===== config.mk =====
export PLATFORM = sky130hd
export DESIGN_NAME = credit_tx_source
export DESIGN_NICKNAME = d
export VERILOG_FILES = /design/src/rtl/credit_pkg.sv /design/src/rtl/credit_counter.sv /design/src/rtl/credit_tx_source.sv
export SDC_FILE = /design/constraint.sdc
export NUM_CORES = 1
export LEC_CHECK = 0
export CORE_ASPECT_RATIO = 0.9
export CORE_MARGIN = 3
export CORE_UTILIZATION = 45
export CTS_CLUSTER_SIZE = 12
export DETAILED_ROUTE_END_ITERATION = 7
export HOLD_SLACK_MARGIN = 0.12
export PLACE_DENSITY = 0.94
export SLEW_MARGIN = 30
export SYNTH_ARGS = -nofsm -noshare
export SYNTH_HDL_FRONTEND = slang
export SYNTH_SLANG_ARGS = --single-unit

===== constraint.sdc =====
create_clock -name re_clk -period 6.5 [get_ports re_clk]
set_clock_uncertainty 0.2 [all_clocks]
set_input_delay 0.975 -clock re_clk [delete_from_list [all_inputs] [get_ports re_clk]]
set_output_delay 0.975 -clock re_clk [all_outputs]
set_load 0.01 [all_outputs]

===== src/rtl/credit_pkg.sv =====
// -----------------------------------------------------------------------------
// credit_pkg
// Shared declarations for the credit-based CDC buffer producer side.
//   credit_tx_state_e : two-state FSM encoding of credit_tx_source
//   DEFAULT_CREDITS   : default credit count, equal to the buffer DEPTH default
//   sat_inc32         : saturating 32-bit increment used by the statistics
// -----------------------------------------------------------------------------
package credit_pkg;

  typedef enum logic {
    ST_INIT = 1'b0,
    ST_RUN  = 1'b1
  } credit_tx_state_e;

  localparam int unsigned DEFAULT_CREDITS = 16;

  // Increment that sticks at all-ones instead of wrapping.
  function automatic logic [31:0] sat_inc32(input logic [31:0] value);
    logic [31:0] result;
    if (value == 32'hFFFF_FFFF) begin
      result = value;
    end else begin
      result = value + 32'd1;
    end
    return result;
  endfunction

endpackage


===== src/rtl/credit_counter.sv =====
// -----------------------------------------------------------------------------
// credit_counter
// Up/down counter bounded to [0, MAX] with simultaneous increment/decrement.
// An increment attempted while already at MAX leaves the count unchanged and
// sets a sticky overflow flag (cleared only by reset).
// Ports:
//   clk_i    : clock
//   rst_ni   : asynchronous active-low reset (count = MAX, ovf = 0)
//   inc_i    : add one (credit returned)
//   dec_i    : subtract one (credit consumed)
//   count_o  : registered current count
//   ovf_o    : registered sticky overflow flag
// -----------------------------------------------------------------------------
module credit_counter
  import credit_pkg::*;
#(
  parameter int unsigned MAX = DEFAULT_CREDITS,
  parameter int unsigned W   = $clog2(MAX + 1)
) (
  input  logic         clk_i,
  input  logic         rst_ni,
  input  logic         inc_i,
  input  logic         dec_i,
  output logic [W-1:0] count_o,
  output logic         ovf_o
);

  localparam logic [W-1:0] MAX_C = W'(MAX);

  logic [W-1:0] count_q;
  logic [W-1:0] count_d;
  logic         ovf_q;
  logic         ovf_d;

  // Next-state for count and sticky overflow.
  always_comb begin
    count_d = count_q;
    ovf_d   = ovf_q;
    case ({inc_i, dec_i})
      2'b10: begin
        if (count_q == MAX_C) begin
          ovf_d = 1'b1;
        end else begin
          count_d = count_q + W'(1);
        end
      end
      2'b01: begin
        // The producer never consumes at zero; the guard keeps the count sane anyway.
        if (count_q != '0) begin
          count_d = count_q - W'(1);
        end else begin
          count_d = count_q;
        end
      end
      default: begin
        // Idle or a simultaneous return and consume: the count is unchanged.
        count_d = count_q;
      end
    endcase
  end

  // Count and overflow registers.
  always_ff @(posedge clk_i or negedge rst_ni) begin
    if (!rst_ni) begin
      count_q <= MAX_C;
      ovf_q   <= 1'b0;
    end else begin
      count_q <= count_d;
      ovf_q   <= ovf_d;
    end
  end

  assign count_o = count_q;
  assign ovf_o   = ovf_q;

endmodule


===== src/rtl/credit_tx_source.sv =====
// -----------------------------------------------------------------------------
// credit_tx_source
// Producer stage of the credit-based CDC buffer, entirely in the re_clk domain.
// Accepts a valid/ready stream and forwards one beat per credit as a registered
// re_valid/data_out pair (latency one cycle). Credits are returned by the
// buffer through re_credit_pulse. After reset the block stays in INIT for
// INIT_WAIT cycles so the far-side synchronizers settle before the first send.
//
// Ports:
//   re_clk          : sole clock
//   re_reset_n      : asynchronous active-low reset
//   in_valid        : upstream beat valid
//   in_data         : upstream beat data
//   in_ready        : beat can be accepted (derived from registers only)
//   re_valid        : one-cycle write strobe to the buffer
//   data_out        : data accompanying re_valid (holds when idle)
//   re_credit_pulse : one-cycle credit return from the buffer
//   credits_avail   : current credit count
//   credit_err      : sticky, credit returned while already full
// Optional (macro CREDIT_TX_STATS_EN):
//   stat_beats      : transfer count, wraps at 2^32
//   stat_stall      : RUN cycles with in_valid at zero credits, saturating
//   stat_min_credit : lowest credits_avail seen since reset
// -----------------------------------------------------------------------------
module credit_tx_source
  import credit_pkg::*;
#(
  parameter int unsigned CREDITS   = DEFAULT_CREDITS,
  parameter int unsigned WIDTH     = 32,
  parameter int unsigned INIT_WAIT = 4,
  parameter int unsigned CNT_W     = $clog2(CREDITS + 1)
) (
  input  logic             re_clk,
  input  logic             re_reset_n,
  input  logic             in_valid,
  input  logic [WIDTH-1:0] in_data,
  output logic             in_ready,
  output logic             re_valid,
  output logic [WIDTH-1:0] data_out,
  input  logic             re_credit_pulse,
  output logic [CNT_W-1:0] credits_avail,
  output logic             credit_err
`ifdef CREDIT_TX_STATS_EN
  ,
  output logic [31:0]      stat_beats,
  output logic [31:0]      stat_stall,
  output logic [CNT_W-1:0] stat_min_credit
`endif
);

  localparam int unsigned       WAIT_W    = (INIT_WAIT > 1) ? $clog2(INIT_WAIT) : 1;
  localparam logic [WAIT_W-1:0] WAIT_LAST = WAIT_W'(INIT_WAIT - 1);

  credit_tx_state_e state_q;
  credit_tx_state_e state_d;
  logic [WAIT_W-1:0] wait_q;
  logic [WAIT_W-1:0] wait_d;
  logic              re_valid_q;
  logic              re_valid_d;
  logic [WIDTH-1:0]  data_q;
  logic [WIDTH-1:0]  data_d;

  logic [CNT_W-1:0]  credits_s;
  logic              ovf_s;
  logic              ready_s;
  logic              send_s;

  // Ready depends only on registered state, so there is no path from in_valid
  // or re_credit_pulse to in_ready.
  assign ready_s = (state_q == ST_RUN) && (credits_s != '0);
  assign send_s  = in_valid && ready_s;

  credit_counter #(
    .MAX (CREDITS),
    .W   (CNT_W)
  ) u_credit_counter (
    .clk_i   (re_clk),
    .rst_ni  (re_reset_n),
    .inc_i   (re_credit_pulse),
    .dec_i   (send_s),
    .count_o (credits_s),
    .ovf_o   (ovf_s)
  );

  // FSM next-state: INIT counts settle cycles, RUN is left only by reset.
  always_comb begin
    state_d = state_q;
    wait_d  = wait_q;
    case (state_q)
      ST_INIT: begin
        if (wait_q == WAIT_LAST) begin
          state_d = ST_RUN;
        end else begin
          wait_d = wait_q + WAIT_W'(1);
        end
      end
      ST_RUN: begin
        state_d = ST_RUN;
      end
      default: begin
        state_d = ST_INIT;
        wait_d  = '0;
      end
    endcase
  end

  // FSM state and settle counter registers.
  always_ff @(posedge re_clk or negedge re_reset_n) begin
    if (!re_reset_n) begin
      state_q <= ST_INIT;
      wait_q  <= '0;
    end else begin
      state_q <= state_d;
      wait_q  <= wait_d;
    end
  end

  // Output stage next-state: strobe for one cycle per transfer, data holds otherwise.
  always_comb begin
    re_valid_d = send_s;
    if (send_s) begin
      data_d = in_data;
    end else begin
      data_d = data_q;
    end
  end

  // Output stage registers; reset drops any in-flight strobe.
  always_ff @(posedge re_clk or negedge re_reset_n) begin
    if (!re_reset_n) begin
      re_valid_q <= 1'b0;
      data_q     <= '0;
    end else begin
      re_valid_q <= re_valid_d;
      data_q     <= data_d;
    end
  end

  assign in_ready      = ready_s;
  assign re_valid      = re_valid_q;
  assign data_out      = data_q;
  assign credits_avail = credits_s;
  assign credit_err    = ovf_s;

`ifdef CREDIT_TX_STATS_EN
  logic [31:0]      stat_beats_q;
  logic [31:0]      stat_beats_d;
  logic [31:0]      stat_stall_q;
  logic [31:0]      stat_stall_d;
  logic [CNT_W-1:0] stat_min_q;
  logic [CNT_W-1:0] stat_min_d;
  logic             stall_s;

  assign stall_s = (state_q == ST_RUN) && in_valid && (credits_s == '0);

  // Statistics next-state.
  always_comb begin
    stat_beats_d = stat_beats_q + {31'd0, send_s};
    if (stall_s) begin
      stat_stall_d = sat_inc32(stat_stall_q);
    end else begin
      stat_stall_d = stat_stall_q;
    end
    if (credits_s < stat_min_q) begin
      stat_min_d = credits_s;
    end else begin
      stat_min_d = stat_min_q;
    end
  end

  // Statistics registers.
  always_ff @(posedge re_clk or negedge re_reset_n) begin
    if (!re_reset_n) begin
      stat_beats_q <= 32'd0;
      stat_stall_q <= 32'd0;
      stat_min_q   <= CNT_W'(CREDITS);
    end else begin
      stat_beats_q <= stat_beats_d;
      stat_stall_q <= stat_stall_d;
      stat_min_q   <= stat_min_d;
    end
  end

  assign stat_beats      = stat_beats_q;
  assign stat_stall      = stat_stall_q;
  assign stat_min_credit = stat_min_q;
`endif

endmodule


### Word level (Yosys, flattened, before mapping)

Cells that the tools add are included.

| operators by class | value |
|---|---|
| equal/unequal tests | 6 |
| add/subtract/negate cells | 3 |
| muxes and demuxes | 5 |
| bitwise logic cells | 2 |
| reductions and logical operators | 7 |

Operators with widths:

| cell | number |
|---|---|
| $mux 5 | 2 |
| $pmux 5 s2 | 1 |
| $add 5x1->5 const B | 1 |
| $eq 5x5->1 const B | 1 |
| $reduce_bool 5->1 | 1 |
| $sub 5x1->5 const B | 1 |
| $eq 2x2->1 const B | 2 |
| $ne 2x2->1 const B | 2 |
| $reduce_and 2->1 | 2 |
| $reduce_and 3->1 | 1 |
| $add 2x1->2 const B | 1 |
| $eq 2x1->1 const B | 1 |
| $logic_and 1x1->1 | 2 |
| $not 1->1 | 2 |
| $pmux 1 s2 | 1 |
| $reduce_bool 2->1 | 1 |
| $mux 1 | 1 |

| storage, ports and cells | value |
|---|---|
| flip-flop bits (word level) | 42 |

### Logic depth before layout (Yosys ltp)

| logic depth | value |
|---|---|
| depth after elaboration | 6 |
| depth in mapped cells | 9 |

### Modules after synthesis

From an unflattened synthesis, not the netlist that was laid out.

| unflattened totals | value |
|---|---|
| cell total of the unflattened synthesis | 134 |
| area total of the unflattened synthesis | 1,958.1 µm² |

Modules (own cells, without submodules):

| module | area each (µm²) | cells each | times used | sequential area each (µm²) |
|---|---|---|---|---|
| credit_tx_source | 1,477.7 | 81 | 1 | 900.9 |
| credit_counter | 480.5 | 53 | 1 | 151.4 |

### Least setup slack after synthesis

Ideal clock, no wire load.

| timing | value |
|---|---|
| path kind | input -> register |
| from | in re_credit_pulse |
| to | reg u_credit_counter.count_q[4], in the netlist u_credit_counter.count_o[4] |
| cell stages on the path | 7 |
| data arrival time | 2.475 ns |
| setup slack | 3.743 ns |
| path through | and3b_1 > o21ai_2 > fa_1 > nand2b_1 > a21oi_1 > mux2i_1 > a211o_1 |

| on the way | value |
|---|---|
| cells in the longest elaborated chain, start to end | 3 |
| elaborated cells on any way between the ends | 7 |
| classes of those cells | eq/ne: 4; mux: 1; reduce/logical: 2 |

RTL lines:

| what | line | RTL |
|---|---|---|
| start, declared | credit_tx_source.sv:40 | `input logic re_credit_pulse,` |
| $eq 2x2->1 / $eq 2x1->1 (equally long branches) | credit_counter.sv:39 | `case ({inc_i, dec_i})` |
| $ne 2x2->1 (no source line) / $reduce_bool 2->1 (equally long branches) | -- |  |
| $reduce_and 3->1 (no source line) | -- |  |
| end signal, assigned | credit_counter.sv:68 | `count_q <= count_d;` |
| end, declared | credit_counter.sv:30 | `logic [W-1:0] count_q;` |

Parallel ways exist; a longest one is shown, timed or not.
A chain may end at the register's enable or synchronous reset.

### Final worst setup path

| timing | value |
|---|---|
| from | reg u_credit_counter.count_q[1], in the netlist u_credit_counter.count_o[1] |
| to | out in_ready |

| on the way | value |
|---|---|
| cells in the longest elaborated chain, start to end | 2 |

RTL lines:

| what | line | RTL |
|---|---|---|
| $reduce_bool 5->1 | credit_tx_source.sv:70 | `assign ready_s = (state_q == ST_RUN) && (credits_s != '0);` |
| $logic_and 1x1->1 | credit_tx_source.sv:70 |  |
| end, declared | credit_tx_source.sv:37 | `output logic in_ready,` |

No other way between the ends.

==> impl_metrics.env <==
export IMPL_setup_tns_ns=0
export IMPL_netlist_area_mm2=0.00183
export IMPL_start_util_pct=48.0
export IMPL_io_pins=76
export IMPL_placementRows=21
export IMPL_cts_resized_gates=0
export IMPL_nNetsFinal=249
export IMPL_fp_dieW_um=73.2
export IMPL_fin_area_mm2=0.00270
export IMPL_yosysTopAreaCell="dfrtp_1"
export IMPL_core_mm2=0.00381
export IMPL_grt_antenna_before_repair=0
export IMPL_report_final_hold_viol_count=0
export IMPL_grt_pass1_wl_mm=6.14
export IMPL_finalCriticalPeriod_ns=3.38
export IMPL_clk_latency_ns=0.29
export IMPL_yosys_top_cells_area="dfrtp_1 (56%), mux2_2 (15%), mux2_1 (5.5%)"
export IMPL_power_switching_mw=0.312
export IMPL_dp_hpwl_mm=3.01
export IMPL_arrival_ns=2.20
export IMPL_slew_violations=0
export IMPL_period_share_pct=51.9
export IMPL_synth_edf_count=0
export IMPL_grt_ovfl_total=0
export IMPL_syn_nets=171
export IMPL_cp_start_kind="register"
export IMPL_power_leakage_nw=1.12
export IMPL_seqPwrFrac_pct=40.2
export IMPL_ys_ff_latch=42
export IMPL_die_h_um=66.5
export IMPL_avgViaCountPerCell=5.09
export IMPL_hold_end="u_credit_counter.ovf_o"
export IMPL_portBuffers=75
export IMPL_drive_above_1_share_pct=17.7
export IMPL_worstPathMaxFanout=7
export IMPL_drt_total_wl_mm=3.93
export IMPL_postSynthCellCount=130
export IMPL_die_area_mm2=0.00487
export IMPL_layout_setup_ws_ns=3.12
export IMPL_synthToLayoutAreaGrowth_pct=47.2
export IMPL_intPower_mw=0.667
export IMPL_antenna_left=0
export IMPL_routabilityCongestion=0.886
export IMPL_place_area_mm2=0.00261
export IMPL_end_kind="output pin"
export IMPL_final_cells=255
export IMPL_power_share_clock_pct=16.6
export IMPL_holdPathStages=1
export IMPL_ys_top_cells_by_count="dfrtp_1 (41), mux2_2 (24), mux2_1 (9)"
export IMPL_hold_class="reg2reg"
export IMPL_worst_slew_pin_slew_ns=0.582
export IMPL_power_density_mw_per_mm2=363
export IMPL_cts_htree_levels=2
export IMPL_rr_worst_depth=8
export IMPL_placed_cells=247
export IMPL_yosysUniqueCellTypes=32
export IMPL_grt_setup_unrepaired="no"
export IMPL_synth_most_common_cell="dfrtp_1"
export IMPL_ys_warn_count=0
export IMPL_seq_area_frac_synth_pct=57.5
export IMPL_status="finished clean"
export IMPL_diodes=0
export IMPL_r2r_start="u_credit_counter.count_o[1]"
export IMPL_irDropWorstVdd_uv=282
export IMPL_reg2reg_to="u_credit_counter.count_o[4]"
export IMPL_clk_path_buf_depth=2
export IMPL_clk_pin_slew_ns=0.08
export IMPL_setup_viol=0
export IMPL_cts_setup_buffers=0
export IMPL_fin_util_pct=70.7
export IMPL_cts_sinks=42
export IMPL_worstHoldStart="u_credit_counter.ovf_o"
export IMPL_dr_pass1_iters=4
export IMPL_grt_max_degree=43
export IMPL_detail_route_wl_per_cell_um=15.4
export IMPL_grt_pass1_vias=1271
export IMPL_required_ns=5.32
export IMPL_yosysTopAreaCellShare_pct=56.0
export IMPL_max_freq_mhz=296
export IMPL_path_class="reg2out"
export IMPL_swShare_pct=31.9
export IMPL_max_cap_violations=0
export IMPL_root_buffer="clkbuf_8"
export IMPL_synth_ff_type="dfrtp_1"
export IMPL_cts_tree="done"
export IMPL_ctsHoldBuffers=0
export IMPL_dp_slack_ns=3.04
export IMPL_maxSlewHeadroom_pct=60.8
export IMPL_avgSynthCellArea_um2=14.1
export IMPL_combPwrFrac_pct=43.1
export IMPL_crit_start="u_credit_counter.count_o[1]"
export IMPL_grt_util_all_layers_pct=16.9
export IMPL_vias=1297
export IMPL_reg2reg_setup_slack_ns=3.57
export IMPL_cts_buffers=5
export IMPL_drc=0
export IMPL_async_reset_ff_share_pct=100
export IMPL_first_iter_violations=55
[worst max-delay path, cell delays in order, from the launching register on]
cell             delay [ns]
dfrtp_1                0.47
or4_1                  0.70
nor2_1                 0.20
nor2b_1                0.07
clkdlybuf4s50_1        0.48
[sequential cells by signal, summed over array words and instances (netlist names)]
signal,flops
wait_q,2
state_q,1
u_credit_counter.ovf_o,1
re_valid,1
data_out,32
u_credit_counter.count_o,5
[metrics by stage]
stage | hold slack [ns] | power (mW)
after floorplan | 0.248 | 0.610
after global placement | 0.265 | 0.807
after detailed placement | 0.266 | 0.823
after CTS | 0.289 | 0.990
after global routing | 0.313 | 1.04
final | 0.285 | 0.979
[cell type report]
type / count / area [um2]
Sequential cell: 42 / 1050
Multi-Input combinational cell: 78 / 717
Tap cell: 46 / 57.6
Clock inverter: 2 / 13.8
Inverter: 5 / 18.8
Fill cell: 274 / 1110
Clock buffer: 6 / 72.6
Timing Repair Buffer: 76 / 763
[worst max path at each step]
stage / endpoint / slack (ns) / cells past startpoint
finish: in_ready / 3.12 / 4
global route: in_ready / 3.03 / 4
CTS: in_ready / 3.11 / 4
detailed placement: u_credit_counter.count_o[4] / 3.04 / 8
global placement: u_credit_counter.count_o[4] / 3.12 / 8
floorplan: u_credit_counter.count_o[4] / 3.74 / 7
[routing by layer]
| metal | global-route usage [%] | share of wire [%] |
|---|---|---|
| met1 | 22.6 | 47 |
| met4 | 6.91 | 1.3 |
| met5 | 0 | 0 |
| met2 | 26.1 | 45 |
| met3 | 4.37 | 7.5 |
[power by group through the flow]
stage | Combinational [mW] | Sequential [mW] | Clock [mW]
2_1_floorplan | 0.192 | 0.419 | 0
3_3_place_gp | 0.412 | 0.395 | 0
3_5_place_dp | 0.424 | 0.399 | 0
4_1_cts | 0.427 | 0.394 | 0.169
5_1_grt | 0.454 | 0.405 | 0.179
6_report | 0.422 | 0.394 | 0.163
[cell usage in the layout, fill, tap and decap left out, types with 3 or more instances in the layout]
cell type,count
a21oi_1,4
clkbuf_8,5
clkdlybuf4s50_1,74
dfrtp_1,41
ha_1,4
inv_1,5
mux2_1,9
mux2_2,24
nand2_1,4
nor2_1,6
xnor2_1,3
[logic make-up (layout without fill, tap and decap cells)]
group | after synthesis | in the layout | share of synthesized area, %
flops | 42 | 42 | 57.5
mux | 35 | 35 | 21.4
simple gates | 20 | 20 | 5.54
compound gates | 14 | 14 | 6.49
xor+xnor | 4 | 4 | 1.91
fa+ha+maj | 5 | 5 | 3.83
buf+inv | 10 | 89 | 3.35
Note: power is estimated with default switching activity, not from simulation.
